$ cat config.mk
export PLATFORM = sky130hd
export DESIGN_NAME = alu_operand_loader_flat
export DESIGN_NICKNAME = d
export VERILOG_FILES = /design/src/rtl/alu_operand_loader_if.sv /design/src/rtl/alu_operand_loader.sv /design/src/flat_wrapper.sv
export SDC_FILE = /design/constraint.sdc
export NUM_CORES = 1
export LEC_CHECK = 0
export ABC_AREA = 1
export CAP_MARGIN = 10
export CORE_AREA = 10 10 100 102
export CTS_CLUSTER_DIAMETER = 200
export DETAILED_ROUTE_END_ITERATION = 6
export DIE_AREA = 0 0 110 112
export PLACE_DENSITY = 0.78
export SYNTH_ARGS = -nofsm -noshare
export SYNTH_HDL_FRONTEND = slang
export SYNTH_SLANG_ARGS = --single-unit
$ cat constraint.sdc
create_clock -name clk -period 1.85 [get_ports clk]
set_clock_uncertainty 0.05 [all_clocks]
set_input_delay 0.37 -clock clk [delete_from_list [all_inputs] [get_ports clk]]
set_output_delay 0.37 -clock clk [all_outputs]
set_load 0.02 [all_outputs]
$ cat src/rtl/alu_operand_loader_if.sv
// Bus between the ALU demo board front panel (button, switch bank) and the operand loader.
// The loader drives the operand/opcode/strobe/state side, the board drives button and switches.
interface alu_operand_loader_if #(
    parameter int unsigned DW = 32
);
    logic          btn;
    logic [DW-1:0] sw;
    logic [DW-1:0] a_out;
    logic [DW-1:0] b_out;
    logic [3:0]    op_out;
    logic          exec_pulse;
    logic [1:0]    state_out;

    modport master (
        output btn,
        output sw,
        input  a_out,
        input  b_out,
        input  op_out,
        input  exec_pulse,
        input  state_out
    );

    modport slave (
        input  btn,
        input  sw,
        output a_out,
        output b_out,
        output op_out,
        output exec_pulse,
        output state_out
    );
endinterface

$ cat src/rtl/alu_operand_loader.sv
// ALU demo board input front end: synchronise, debounce and edge-detect one push button,
// then step operand A, operand B and opcode captures from the switch bank, then show.
module alu_operand_loader #(
    parameter int unsigned DW              = 32,
    parameter int unsigned DEBOUNCE_CYCLES = 500000
) (
    input  logic               clk,
    input  logic               rst_n,
    alu_operand_loader_if.slave bus
);
    localparam int unsigned CW = $clog2(DEBOUNCE_CYCLES) + 1;

    localparam logic [1:0] LOAD_A  = 2'd0;
    localparam logic [1:0] LOAD_B  = 2'd1;
    localparam logic [1:0] LOAD_OP = 2'd2;
    localparam logic [1:0] SHOW    = 2'd3;

    logic          sync1;
    logic          sync2;
    logic          db;
    logic          db_d;
    logic          press;
    logic [CW-1:0] cnt;

    logic [1:0]    state_q;
    logic [1:0]    state_d;
    logic [DW-1:0] a_q;
    logic [DW-1:0] a_d;
    logic [DW-1:0] b_q;
    logic [DW-1:0] b_d;
    logic [3:0]    op_q;
    logic [3:0]    op_d;
    logic          exec_q;
    logic          exec_d;

    // Two-flop synchroniser, debounce counter and rising-edge detector.
    always_ff @(posedge clk) begin
        if (!rst_n) begin
            sync1 <= 1'b0;
            sync2 <= 1'b0;
            db    <= 1'b0;
            db_d  <= 1'b0;
            press <= 1'b0;
            cnt   <= '0;
        end else begin
            sync1 <= bus.btn;
            sync2 <= sync1;
            db_d  <= db;
            press <= db & ~db_d;
            if (sync2 == db) begin
                cnt <= '0;
            end else if (cnt == CW'(DEBOUNCE_CYCLES - 1)) begin
                db  <= sync2;
                cnt <= '0;
            end else begin
                cnt <= cnt + CW'(1);
            end
        end
    end

    // FSM and capture registers.
    always_ff @(posedge clk) begin
        if (!rst_n) begin
            state_q <= LOAD_A;
            a_q     <= '0;
            b_q     <= '0;
            op_q    <= '0;
            exec_q  <= 1'b0;
        end else begin
            state_q <= state_d;
            a_q     <= a_d;
            b_q     <= b_d;
            op_q    <= op_d;
            exec_q  <= exec_d;
        end
    end

    // Next state and next captures; everything holds unless a debounced press arrives.
    always_comb begin
        state_d = state_q;
        a_d     = a_q;
        b_d     = b_q;
        op_d    = op_q;
        exec_d  = 1'b0;
        if (press) begin
            case (state_q)
                LOAD_A: begin
                    a_d     = bus.sw;
                    state_d = LOAD_B;
                end
                LOAD_B: begin
                    b_d     = bus.sw;
                    state_d = LOAD_OP;
                end
                LOAD_OP: begin
                    op_d    = bus.sw[3:0];
                    exec_d  = 1'b1;
                    state_d = SHOW;
                end
                SHOW: begin
                    state_d = LOAD_A;
                end
            endcase
        end
    end

    assign bus.a_out      = a_q;
    assign bus.b_out      = b_q;
    assign bus.op_out     = op_q;
    assign bus.exec_pulse = exec_q;
    assign bus.state_out  = state_q;
endmodule

$ cat src/flat_wrapper.sv
// flat-port wrapper written by rule: the top's interface ports become plain ports
module alu_operand_loader_flat 
#(
    parameter int unsigned DW              = 32,
    parameter int unsigned DEBOUNCE_CYCLES = 500000
)
  (clk, rst_n, bus_btn, bus_sw, bus_a_out, bus_b_out, bus_op_out, bus_exec_pulse, bus_state_out);
  alu_operand_loader_if #(.DW(DW)) bus_i ();
  input  logic clk;
  input  logic rst_n;
  input wire logic [$bits(bus_i.btn)-1:0] bus_btn;
  input wire logic [$bits(bus_i.sw)-1:0] bus_sw;
  output wire logic [$bits(bus_i.a_out)-1:0] bus_a_out;
  output wire logic [$bits(bus_i.b_out)-1:0] bus_b_out;
  output wire logic [$bits(bus_i.op_out)-1:0] bus_op_out;
  output wire logic [$bits(bus_i.exec_pulse)-1:0] bus_exec_pulse;
  output wire logic [$bits(bus_i.state_out)-1:0] bus_state_out;
  assign bus_i.btn = bus_btn;
  assign bus_i.sw = bus_sw;
  assign bus_a_out = bus_i.a_out;
  assign bus_b_out = bus_i.b_out;
  assign bus_op_out = bus_i.op_out;
  assign bus_exec_pulse = bus_i.exec_pulse;
  assign bus_state_out = bus_i.state_out;
  alu_operand_loader #(.DW(DW), .DEBOUNCE_CYCLES(DEBOUNCE_CYCLES)) u_core (.clk(clk), .rst_n(rst_n), .bus(bus_i));
endmodule
Word-level counts from Yosys, hierarchy flattened

Index checks and enable logic that the tools add are counted.

Logic and storage cells: 30
Register bits after elaboration: 96
Output and inout port bits: 71
Bits of input ports: 35
Memory bits (read-only): 0
Memories kept: 0
Bits in writable memories: 0
Latch bits: 0

Divide/modulo/power cells: 0
Multiplexer cells: 2
Eq/ne operators: 5
Bitwise gates (word level): 4
Reduce and logical (&&, ||, !) cells: 7
Shift operators: 0
$lt $le $gt $ge: 0
Add/sub/neg operators: 1
$mul: 0

Operators by type and width:

| operator              | number |
|---|---|
| $add 20x1->20 const B | 1 |
| $eq 20x19->1 const B  | 1 |
| $reduce_and 2->1      | 5 |
| $pmux 2 s4            | 1 |
| $eq 2x2->1 const B    | 2 |
| $not 1->1             | 3 |
| $reduce_or 3->1       | 1 |
| $eq 2x1->1 const B    | 1 |
| $logic_not 2->1       | 1 |
| $and 1x1->1           | 1 |
| $eq 1x1->1            | 1 |
| $mux 1                | 1 |

Logic depth before layout (Yosys ltp)

Gate-level depths: netlist of run 1.

Word-level depth: 3
Gate-level depth with buffers: 9
Depth with buffers taken out: 9

Least setup slack after synthesis of run 1

OpenSTA, ideal clock, no wires.

Path type: register to register
Start point: register u_core.state_q[0] (netlist: u_core.bus.state_out[0])
End point: register u_core.a_q[0] (netlist: u_core.bus.a_out[0])
Setup slack: 0.371 ns
Library setup time: 0.116 ns
Required time: 1.684 ns
Buffers on the path: 1
Arrival time: 1.314 ns
Stages on the path, launching flop included: 8
Period minus slack after synthesis: 1.479 ns
Cell sequence: dfxtp_1 inv_1 ha_1 nand2_1 inv_1 clkbuf_1 nor2_1 nor2_1

Cells in the longest elaborated chain, start to end: 2

RTL lines:

| what                              | line                     | RTL |
|---|---|---|
| from (decl)                       | alu_operand_loader.sv:25 | `logic [1:0] state_q;` |
| from (signal assigned)            | alu_operand_loader.sv:70 | `state_q <= state_d;` |
| $logic_not 2->1                   | alu_operand_loader.sv:86 | `case (state_q)` |
| $reduce_and 2->1 (no source line) | -                        |  |
| to (signal assigned)              | alu_operand_loader.sv:65 | `a_q <= '0;` |
| to (signal assigned)              | alu_operand_loader.sv:71 | `a_q <= a_d;` |
| to (decl)                         | alu_operand_loader.sv:27 | `logic [DW-1:0] a_q;` |

No other way between the ends.
A chain may end at the register's enable or synchronous reset.

Worst setup path after layout of run 1

Start point: register u_core.a_q[3] (netlist: u_core.bus.a_out[3])
End point: output bus_a_out[3]

RTL lines:

| what      | line               | RTL |
|---|---|---|
| to (decl) | flat_wrapper.sv:13 | `output wire logic [$bits(bus_i.a_out)-1:0] bus_a_out;` |

No word-level cell between the ends.

==> impl_metrics.tcl, run 1 <==
set metrics [dict create \
    period_needed_ns 1.79 \
    rr_endpoint "u_core.cnt[15]" \
    finalSetupViolCount 0 \
    final-max-slew-violation-count 0 \
    die_w_um 110 \
    pwr-share-comb_pct 4.3 \
    endpoint_kind "output pin" \
    max_freq_mhz 559 \
    p_int_w 0.00266 \
    gp_congestion 0.889 \
    ff2ff_setup_slack_ns 0.20 \
    worst_setup_path_start_kind "flop" \
    cts_hold_buf 0 \
    num_vias 3491 \
    areaGrowthSynthToFinish_pct 36.0 \
    ant_nets 0 \
    die_height_um 112 \
    layout_common_cells "nor2_1 (186), clkdlybuf4s50_1 (103), dfxtp_1 (96)" \
    syn_nets 533 \
    cts_max_level 3 \
    drtIter0Drc 134 \
    grt_antenna_before_repair 0 \
    rr_worst_depth 6 \
    drc_errors 0 \
    ys_seq_elements 96 \
    pin_count 106 \
    path_buf_inv 1 \
    path_cells "clkdlybuf4s50_1" \
    synthCells 493 \
    hold_path_depth 3 \
    design_area_mm2 0.00501 \
    path_delay_family "buffers and inverters" \
    clockBufferDepth 2 \
    grt_max_degree 44 \
    cap_violations 0 \
    crit_arrival_ns 1.37 \
    cts_buffers 9 \
    min_path_type "in -> reg" \
    path_clk_slew_ns 0.09 \
    tns_ns 0 \
    ys_seq_area_share_pct 52.1 \
    diodes 0 \
    grt_pass1_wl_um 15500 \
    worstMarginPinSlew_ns 0.478 \
    required_ns 1.43 \
    slowest_delay_ns 0.63 \
    die_area_mm2 0.0123 \
    portBuffers 105 \
    critPathSlowestCell "clkdlybuf4s50_1" \
    hold_path_end "u_core.bus.state_out[0]" \
    hold_viol 0 \
    status "finished, final reports clean" \
    insertion_delay_ns 0.35 \
    final_layout_size_suffix_gt1_share_pct 4.67 \
    slew_headroom_pct 68.0 \
    layout_commonest_cell "nor2_1" \
    ys_types 20 \
    viasPerCell 4.95 \
    p_seq_share_pct 59.4 \
    gr-total-overflow 0 \
    cp_max_fo 2 \
    layout.nets 635 \
    syn-cell-area_mm2 0.00369 \
    drt_wl_total_um 10100 \
    clkPwrFrac_pct 36.3 \
    worstSetupPathType "reg -> out" \
    clockRootBuffer "clkbuf_8" \
    p_sw_share_pct 23.6 \
    synth_warnings 0 \
    start_util_pct 45.8 \
    placementRows 33 \
    cts_tree "done" \
    placed_area_mm2 0.00483 \
    clock-sinks 96 \
    power.density_mw_per_mm2 694 \
    hpwl_um 7700 \
    leakage_nw 1.75 \
    ir_drop_v 0.000354 \
    fin_crit_sh_pct 96.7 \
    firstDrtPassIters 5 \
    grt_pass1_vias 3078 \
    syn_area_per_cell_um2 7.48 \
    num-fill-cells 710 \
    core_area_mm2 0.00805 \
    rsz0062_at_grt "no" \
    reg2reg_from "u_core.cnt[0]" \
    grt_use_total_pct 15.6 \
    min-delay-start "rst_n" \
    wire_per_inst_um 14.3 \
    switchingPower_w 0.000822 \
]
## Yosys cell counts, drive strengths merged
library cell  count  area, µm²
nor2            189        722
dfxtp            96       1920
o21ai            72        372
nand2            46        173
inv              26       97.6
clkbuf           20       75.1
nand3            11       60.1
xor2              7       61.3
a21oi             6       30.0
ha                5       62.6
nand4             5       31.3
xnor2             5       43.8
nand3b            2       15.0
buf               1       11.3
nor3              1       5.00
o21bai            1       7.51
## power groups by stage
stage	clock network, W	logic (W)	registers [W]
5_1_grt	0.00139	0.000163	0.00207
3_3_place_gp	0	0.000145	0.00212
2_1_floorplan	0	0.0000551	0.00212
4_1_cts	0.00129	0.000148	0.00207
3_5_place_dp	0	0.000147	0.00212
6_report	0.00126	0.000149	0.00207
## flip-flops by register name, summed over array words and instances, names as in the netlist
register,flops
u_core.bus.a_out,32
u_core.bus.b_out,32
u_core.bus.exec_pulse,1
u_core.bus.op_out,4
u_core.bus.state_out,2
u_core.cnt,20
u_core.db,1
u_core.db_d,1
u_core.press,1
u_core.sync1,1
u_core.sync2,1
## area by class of cell
cell class / count / area (µm²) / area share, %
sequential: 96 / 1920 / 38.3
multi-input combinational: 350 / 1580 / 31.6
timing repair buffer: 112 / 1100 / 22.0
tap: 105 / 131 / 2.62
clock buffer: 10 / 128 / 2.54
inverter: 26 / 97.6 / 1.95
clock inverter: 6 / 52.6 / 1.05
## worst max path at each step
stage	depth (start not counted)	endpoint	start
floorplan	7	u_core.bus.a_out[0]	u_core.bus.state_out[0]
global placement	6	u_core.cnt[18]	u_core.cnt[0]
detailed placement	6	u_core.cnt[12]	u_core.cnt[0]
CTS	1	bus_state_out[0]	u_core.bus.state_out[0]
global route	1	bus_b_out[0]	u_core.bus.b_out[0]
finish	1	bus_a_out[3]	u_core.bus.a_out[3]
## timing repair
| action | 4_1_cts | 5_1_grt |
|---|---|---|
| buffers inserted | 0 | 0 |
| gates resized for setup | 0 | 1 |
| endpoints found under the setup margin | 0 | 4 |
## cells by family (layout without fill, tap and decap cells)
| group | after synthesis | after routing | share of synthesized area [%] |
|---|---|---|---|
| adder cells (fa/ha/maj) | 5 | 5 | 1.70 |
| buffers and inverters | 47 | 154 | 4.99 |
| flip-flops | 96 | 96 | 52.1 |
| XOR/XNOR | 12 | 12 | 2.85 |
| AO/OA/AOI/OAI | 79 | 79 | 11.1 |
| AND/OR/NAND/NOR | 254 | 254 | 27.3 |
## through the flow
stage	hold WS [ns]	worst slack (ns)	instances	power (W)	util, %
after floorplan	0.318	0.371	493	0.00217	-
after global placement	0.322	0.230	689	0.00226	60.0
after detailed placement	0.333	0.163	689	0.00226	60.0
after CTS	0.238	0.0329	705	0.00351	62.3
after global routing	0.262	0.0118	705	0.00362	62.3
final	0.250	0.0614	705	0.00348	62.3
## layer usage
layer	part of all wire, %	global-route usage, %	vias to the layer above	wire length [µm]
met5	0	0	-	0
met4	1.4	4.43	0	137
li1	-	-	1764	-
met2	47	26.4	124	4800
met3	8.1	3.34	11	822
met1	43	19.0	1592	4350
(Power assumes the default switching activity.)
==> run 2: changes to the inputs <==
--- a/config.mk
+++ b/config.mk
@@ -7,11 +7,11 @@
 export LEC_CHECK = 0
 export ABC_AREA = 1
 export CAP_MARGIN = 10
-export CORE_AREA = 10 10 100 102
+export CORE_AREA = 10 10 99 119
 export CTS_CLUSTER_DIAMETER = 200
 export DETAILED_ROUTE_END_ITERATION = 6
-export DIE_AREA = 0 0 110 112
-export PLACE_DENSITY = 0.78
+export DIE_AREA = 0 0 109 129
+export PLACE_DENSITY = 0.68
 export SYNTH_ARGS = -nofsm -noshare
 export SYNTH_HDL_FRONTEND = slang
 export SYNTH_SLANG_ARGS = --single-unit
==> run 2 against run 1 <==
Against the previous run:
- die area is 14% higher
- maximum frequency is 1.8% higher
- combinational power hardly changed
- largest cell class unchanged
- critical path type unchanged
- sequential share of layout area is 1.5 points lower
- wire length is 1.8% lower
- first-iteration DRC count is 8.2% lower
- non-clock buffer count stayed put
- total power is 25% higher
==> impl_metrics.tcl, run 2 (synthesized netlist as in run 1, its figures left out) <==
set metrics [dict create \
    status "finished, final reports clean" \
    grt_max_degree 45 \
    num-fill-cells 879 \
    gr-total-overflow 0 \
    fin_crit_sh_pct 95.0 \
    num_vias 3368 \
    drc_errors 0 \
    rr_worst_depth 6 \
    clockBufferDepth 2 \
    design_area_mm2 0.00523 \
    cts_hold_buf 0 \
    start_util_pct 39.2 \
    min_path_type "in -> reg" \
    insertion_delay_ns 0.33 \
    period_needed_ns 1.76 \
    utilization_pct 55.5 \
    die_w_um 109 \
    place_inst 707 \
    endpoint_kind "output pin" \
    grt_pass1_vias 3207 \
    slowest_delay_ns 0.63 \
    hold_viol 0 \
    tns_ns 0 \
    met1_usage_pct 16.8 \
    fin_cells 723 \
    viasPerCell 4.66 \
    grt_use_total_pct 14.0 \
    die_area_mm2 0.0141 \
    final_layout_size_suffix_gt1_share_pct 4.83 \
    ir_drop_v 0.000372 \
    placed_area_mm2 0.00487 \
    clock-sinks 96 \
    layout_commonest_cell "nor2_1" \
    layout.nets 635 \
    finalSetupViolCount 0 \
    hpwl_um 7440 \
    critPathSlowestCell "clkdlybuf4s50_1" \
    placementRows 39 \
    grt_util_met2_pct 22.9 \
    clockRootBuffer "clkbuf_16" \
    path_delay_family "buffers and inverters" \
    path_buf_inv 1 \
    hold_path_depth 3 \
    cp_max_fo 2 \
    drtIter0Drc 123 \
    post_cts_buffers 0 \
    diodes 0 \
    cts_tree "done" \
    crit_arrival_ns 1.34 \
    cts_max_level 3 \
    gp_congestion 0.891 \
    core_area_mm2 0.00942 \
    worstSetupPathType "reg -> out" \
    firstDrtPassIters 4 \
    slew_headroom_pct 66.6 \
    cts_resized 0 \
    leakage_nw 1.85 \
    layout_common_cells "nor2_1 (186), clkdlybuf4s50_1 (103), dfxtp_1 (96)" \
    power.density_mw_per_mm2 834 \
    cp_num_cells 1 \
    grt_pass1_wl_um 15800 \
    ant_nets 0 \
    areaGrowthSynthToFinish_pct 41.7 \
    required_ns 1.43 \
    path_cells "clkdlybuf4s50_1" \
    pin_count 106 \
    top_usage_layer "met2" \
    wire_per_inst_um 13.7 \
    drt_wl_total_um 9930 \
    portBuffers 105 \
    cap_violations 0 \
    path_clk_slew_ns 0.06 \
    die_height_um 129 \
    final-max-slew-violation-count 0 \
    worst_setup_path_start_kind "flop" \
    grt.met3_usage_pct 3.80 \
    worstMarginPinSlew_ns 0.499 \
    cts_buffers 9 \
    rsz0062_at_grt "no" \
    max_freq_mhz 569 \
    grt_antenna_before_repair 0 \
    fin_hold_ws_ns 0.283 \
]
[run 2: cell types whose count changed in the layout (fill, tap and decap cells not counted), sizes merged]
cell,change
bufinv,+3
clkbuf,+1
clkinv,+1
clkinvlp,-3
inv,-2
[run 2: per-layer routing]
| layer | vias up | wire length (µm) |
|---|---|---|
| li1 | 1758 | - |
| met3 | 11 | 814 |
| met1 | 1499 | 4350 |
| met2 | 100 | 4600 |
| met5 | - | 0 |
| met4 | 0 | 161 |
[run 2: path summary, 6_finish.rpt]
check / from / to / slack [ns]
setup / recovery: u_core.bus.a_out[3] / bus_a_out[3] / 0.09
hold / removal: rst_n / u_core.bus.state_out[0] / 0.28
setup reg to reg: u_core.cnt[0] / u_core.cnt[12] / 0.14
hold reg to reg: u_core.db_d / u_core.press / 0.34
[run 2: layout make-up]
cell class	instances	area, µm²	area share [%]
Clock inverter	5	103	1.96
Multi-Input combinational cell	350	1580	30.3
Timing Repair Buffer	112	1110	21.3
Clock buffer	11	253	4.84
Inverter	26	97.6	1.87
Sequential cell	96	1920	36.8
Tap cell	123	154	2.95
[run 2: stage by stage]
step	power [W]	setup slack (ns)
final	0.00436	0.0922
after global routing	0.00450	0.00107
after detailed placement	0.00226	0.139
after floorplan	0.00217	0.371
after CTS	0.00440	0.0492
after global placement	0.00226	0.204
[run 2: report_power, final]
group	internal [W]	total [W]	switching, W
registers	0.00207	0.00207	0.00000146
logic	0.0000827	0.000148	0.0000654
clock network	0.00139	0.00214	0.000749
[run 2: worst register-to-register path, stage by stage (launching register included)]
cell and delay, ns:
dfxtp_1 0.37, ha_1 0.22, nand2_1 0.11, nor2_4 0.14, nand3_2 0.13, o21ai_4 0.46
nor2_1 0.11
